**src/rtl/mmc_cmd_deserialiser.sv**
```systemverilog
// MMC/SD CMD-line response deserialiser: start-bit hunt with timeout, 48/136-bit capture, end-bit check.
// Optional CRC7 checking of the received frame is enabled by defining MMC_CMD_CRC_CHECK_EN.
module mmc_cmd_deserialiser (
  input  logic         clk_i,
  input  logic         rst_i,
  input  logic         bitclk_i,
  input  logic         start_i,
  input  logic         abort_i,
  input  logic         r2_mode_i,
  input  logic         cmd_i,
  output logic [135:0] resp_o,
  output logic         active_o,
  output logic         complete_o,
  output logic         timeout_o,
  output logic         crc_err_o
);

  typedef enum logic [1:0] {IDLE, WAIT_START, RECEIVE, END} state_t;

  state_t      state_q;
  logic        clk_q;
  logic        r2_q;
  logic [7:0]  bit_cnt;
  logic [6:0]  to_cnt;
  logic [7:0]  cnt_next_w;
  logic        sample_w;
  logic        last_bit_w;
  logic        crc_bad_w;

  assign sample_w   = bitclk_i & ~clk_q;
  assign cnt_next_w = bit_cnt + 8'd1;
  assign last_bit_w = (cnt_next_w == (r2_q ? 8'd136 : 8'd48));

`ifdef MMC_CMD_CRC_CHECK_EN
  logic [6:0] crc_q;
  logic       crc_take_w;
  logic       crc_fb_w;

  // CRC covers frame bits [47:8] (counts 1..40) or, in R2, bits [127:8] (counts 9..128).
  always_comb begin
    crc_take_w = 1'b0;
    if (state_q == WAIT_START)
      crc_take_w = ~cmd_i & ~r2_q;
    else if (state_q == RECEIVE)
      crc_take_w = r2_q ? (cnt_next_w >= 8'd9 && cnt_next_w <= 8'd128)
                        : (cnt_next_w <= 8'd40);
  end

  assign crc_fb_w  = crc_q[6] ^ cmd_i;
  // At the final sample resp_o[6:0] already holds frame bits [7:1].
  assign crc_bad_w = (crc_q != resp_o[6:0]);

  always_ff @(posedge clk_i or posedge rst_i) begin
    if (rst_i)
      crc_q <= '0;
    else if (abort_i || state_q == IDLE)
      crc_q <= '0;
    else if (sample_w && crc_take_w)
      crc_q <= {crc_q[5:3], crc_q[2] ^ crc_fb_w, crc_q[1:0], crc_fb_w};
  end
`else
  assign crc_bad_w = 1'b0;
`endif

  always_ff @(posedge clk_i or posedge rst_i) begin
    if (rst_i) begin
      state_q    <= IDLE;
      clk_q      <= 1'b0;
      r2_q       <= 1'b0;
      bit_cnt    <= '0;
      to_cnt     <= '0;
      resp_o     <= '0;
      active_o   <= 1'b0;
      complete_o <= 1'b0;
      timeout_o  <= 1'b0;
      crc_err_o  <= 1'b0;
    end else begin
      clk_q      <= bitclk_i;
      complete_o <= 1'b0;
      timeout_o  <= 1'b0;
      if (abort_i) begin
        state_q  <= IDLE;
        active_o <= 1'b0;
      end else begin
        case (state_q)
          IDLE: begin
            if (start_i) begin
              state_q   <= WAIT_START;
              active_o  <= 1'b1;
              resp_o    <= '0;
              bit_cnt   <= '0;
              to_cnt    <= '0;
              crc_err_o <= 1'b0;
              r2_q      <= r2_mode_i;
            end
          end
          WAIT_START: begin
            if (sample_w) begin
              if (!cmd_i) begin
                resp_o  <= {resp_o[134:0], 1'b0};
                bit_cnt <= 8'd1;
                state_q <= RECEIVE;
              end else begin
                to_cnt <= to_cnt + 7'd1;
                if (to_cnt == 7'd63) begin
                  timeout_o <= 1'b1;
                  active_o  <= 1'b0;
                  state_q   <= IDLE;
                end
              end
            end
          end
          RECEIVE: begin
            if (sample_w) begin
              resp_o  <= {resp_o[134:0], cmd_i};
              bit_cnt <= cnt_next_w;
              if (last_bit_w) begin
                state_q    <= END;
                complete_o <= 1'b1;
                crc_err_o  <= ~cmd_i | crc_bad_w;
              end
            end
          end
          END: begin
            state_q  <= IDLE;
            active_o <= 1'b0;
          end
          default: begin
            state_q  <= IDLE;
            active_o <= 1'b0;
          end
        endcase
      end
    end
  end

endmodule

```
**config.mk**
```make
export PLATFORM = sky130hd
export DESIGN_NAME = mmc_cmd_deserialiser
export DESIGN_NICKNAME = d
export VERILOG_FILES = /design/src/rtl/mmc_cmd_deserialiser.sv
export SDC_FILE = /design/constraint.sdc
export NUM_CORES = 1
export LEC_CHECK = 0
export CORE_AREA = 2 2 118 120
export DETAILED_ROUTE_END_ITERATION = 7
export DIE_AREA = 0 0 120 122
export PLACE_DENSITY = 0.8
export SLEW_MARGIN = 20
export SYNTH_ARGS = -nofsm -noshare
export SYNTH_HDL_FRONTEND = slang
export SYNTH_SLANG_ARGS = --single-unit
export TNS_END_PERCENT = 1
```
**constraint.sdc**
```tcl
create_clock -name clk_i -period 6.1 [get_ports clk_i]
set_input_delay 1.22 -clock clk_i [delete_from_list [all_inputs] [get_ports clk_i]]
set_output_delay 1.22 -clock clk_i [all_outputs]
set_load 0.01 [all_outputs]
```
==> reports/metrics.csv <==
metric,value,unit
post_cts.repair.setup_buffers,0,
cp-end-kind,register,
die_x,120,um
finalClockSkew,9.78,ps
cts_tree,built,
drv_cap,0,
grt_pass1_wl,24500,um
root_buffer,clkbuf_16,
cts.htree.levels,4,
post_drt_wl_per_cell,14.0,um
slowest_delay,460,ps
setup_tns,0,ps
grt_overflow,0,
slew_violations,0,
cts_num_sinks,159,
rsz0062_at_grt,no,
syn_avg_cell_area,8.97,um2
startpoint_type,input port,
ios,147,
cts_made_buffers,17,
drt_first_pass_iters,5,
power.density,281,nW/um2
yosysUniqueCellTypes,43,
p_leak,0.00360,uW
synth_top_area_cell,dfrtp_1,
crit_arrival,3310,ps
fin_crit,3010,ps
slew_headroom,33.7,%
setup_viol,0,
ys_async_sr_fraction,100,%
portBuffers,146,
clk_path_buf_depth,2,
cts_hold_buf,0,
netlist_area,6740,um2
vias,5409,
synthFlopType,dfrtp_1,
status,finished clean,
drive_gt1_share,4.89,%
start_util,49.9,%
crit_slowest_cell,clkdlybuf4s50_1,
cts_resized,0,
num_rows,43,
coreArea,13500,um2
dieArea,14600,um2
path_cells,clkdlybuf4s50_1 > nand2b_2 > a21boi_2 > nand4b_1 > buf_12 > or2_1 > o41ai_1,
nFillCells,1063,
synth-seq-cells,159,
drt_iter0_drc,418,
finalPower,2500,uW
drc_errors,0,
hold_path.class,register to register,
ir_drop,0.165,mV
routabilityCongestion,0.783,
path_clk_slew,60,ps
dieHeight,122,um
period_share,49.3,%
netlist.area_leader.share,59.0,%
antenna_found_initial,0,
place_hpwl,9020,um
syn_inst,752,
synth_edf_count,0,
max_freq,333,MHz
ys_seq_area_share,59.0,%
synth_nets,766,
syn2layout_area_growth,32.2,%
final_common_cell,nand2_1,
required,6400,ps
ys_warn_count,0,
ant_nets,0,
wirelength,14900,um
track_usage,20.9,%
nets,882,
antenna_cells_inserted,0,
worst_pin_slew,994,ps
worstSetupPathType,input port to register,
hold_viol_final,0,
worst-path-max-fanout,284,
ys_top_cells_by_area,"dfrtp_1 59%, nand2_1 16%, o21ai_0 12%",
grt_pass1_vias,4969,
insertion_delay,420,ps
grt_max_degree,285,
mostFrequentLayoutCells,"292 x nand2_1, 159 x dfrtp_1, 158 x o21ai_0, 146 x clkdlybuf4s50_1, 17 x clkbuf_16",
via_per_inst,5.10,
-- path summary, 6_finish.rpt --
| check | start | to | slack [ps] | depth (start not counted) |
|---|---|---|---|---|
| worst max-delay path | start_i | bit_cnt[6] | 3090 | 7 |
| worst min-delay path | resp_o[135] | resp_o[135] | 480 | 2 |
| worst max register to register | state_q[0] | resp_o[22] | 3250 | 6 |
| worst min register to register | resp_o[135] | resp_o[135] | 480 | 2 |
| max in group asynchronous | rst_i | to_cnt[5] | 3570 | 3 |
| min in group asynchronous | rst_i | resp_o[49] | 1380 | 2 |
-- per-layer routing --
layer / global-route usage, % / share of wire (%) / vias to the layer above
met3: 6.93 / 6.7 / 18
met4: 7.79 / 1.5 / 0
li1: - / - / 2707
met5: 0 / 0 / -
met1: 29.9 / 46 / 2552
met2: 29.7 / 46 / 132
-- kinds of logic after synthesis --
| kind of cell | count (synthesis) | share of synthesized area, % |
|---|---|---|
| DFF | 159 | 59.0 |
| buffers and inverters | 59 | 3.64 |
| AOI/OAI and AO/OA | 188 | 15.3 |
| and+or+nand+nor | 336 | 20.3 |
| adders and majority gates | 7 | 1.30 |
| muxes | 3 | 0.464 |
-- cells in the mapped netlist, types with 3 or more instances --
master / n
buf_1: 5
nor2_1: 9
o21ai_0: 158
clkbuf_1: 33
and2_1: 3
o211ai_1: 6
ha_1: 7
nand3_1: 8
buf_2: 13
dfrtp_1: 159
nor2b_1: 4
a21oi_1: 4
o31ai_1: 6
nand2_1: 292
inv_1: 7
-- metrics by stage --
step	utilization, %	cells	hold slack, ps	area [um2]	setup slack (ps)
floorplan	-	752	445	6740	588
global placement	61.2	1029	463	8260	2640
detailed placement	61.2	1029	470	8260	2580
CTS	66.0	1060	484	8920	3010
global route	66.0	1060	508	8920	2870
finish	66.0	1060	482	8920	3090
-- power by group --
group / switching, uW / internal, uW / total (uW)
clock network: 412 / 779 / 1190
logic: 183 / 46.1 / 229
registers: 15.1 / 1070 / 1080
-- area by class of cell --
cell class	instances	area [um2]	area share (%)
clock buffer	22	454	5.09
tap	180	225	2.53
inverter	7	31.3	0.351
multi-input combinational	534	2530	28.3
sequential	159	3980	44.6
timing repair buffer	149	1500	16.8
clock inverter	9	205	2.30
-- sequential cells by signal, indices dropped and copies added (netlist names), 2 cells and up --
| signal | flops |
|---|---|
| bit_cnt | 8 |
| resp_o | 136 |
| state_q | 2 |
| to_cnt | 7 |
-- worst max-delay path: cells and delay by family --
family,cells,cell delay (ps)
AOI/OAI and AO/OA,2,560
and+or+nand+nor,3,720
buffers and inverters,2,740
Power figures use the tool's default switching activity.
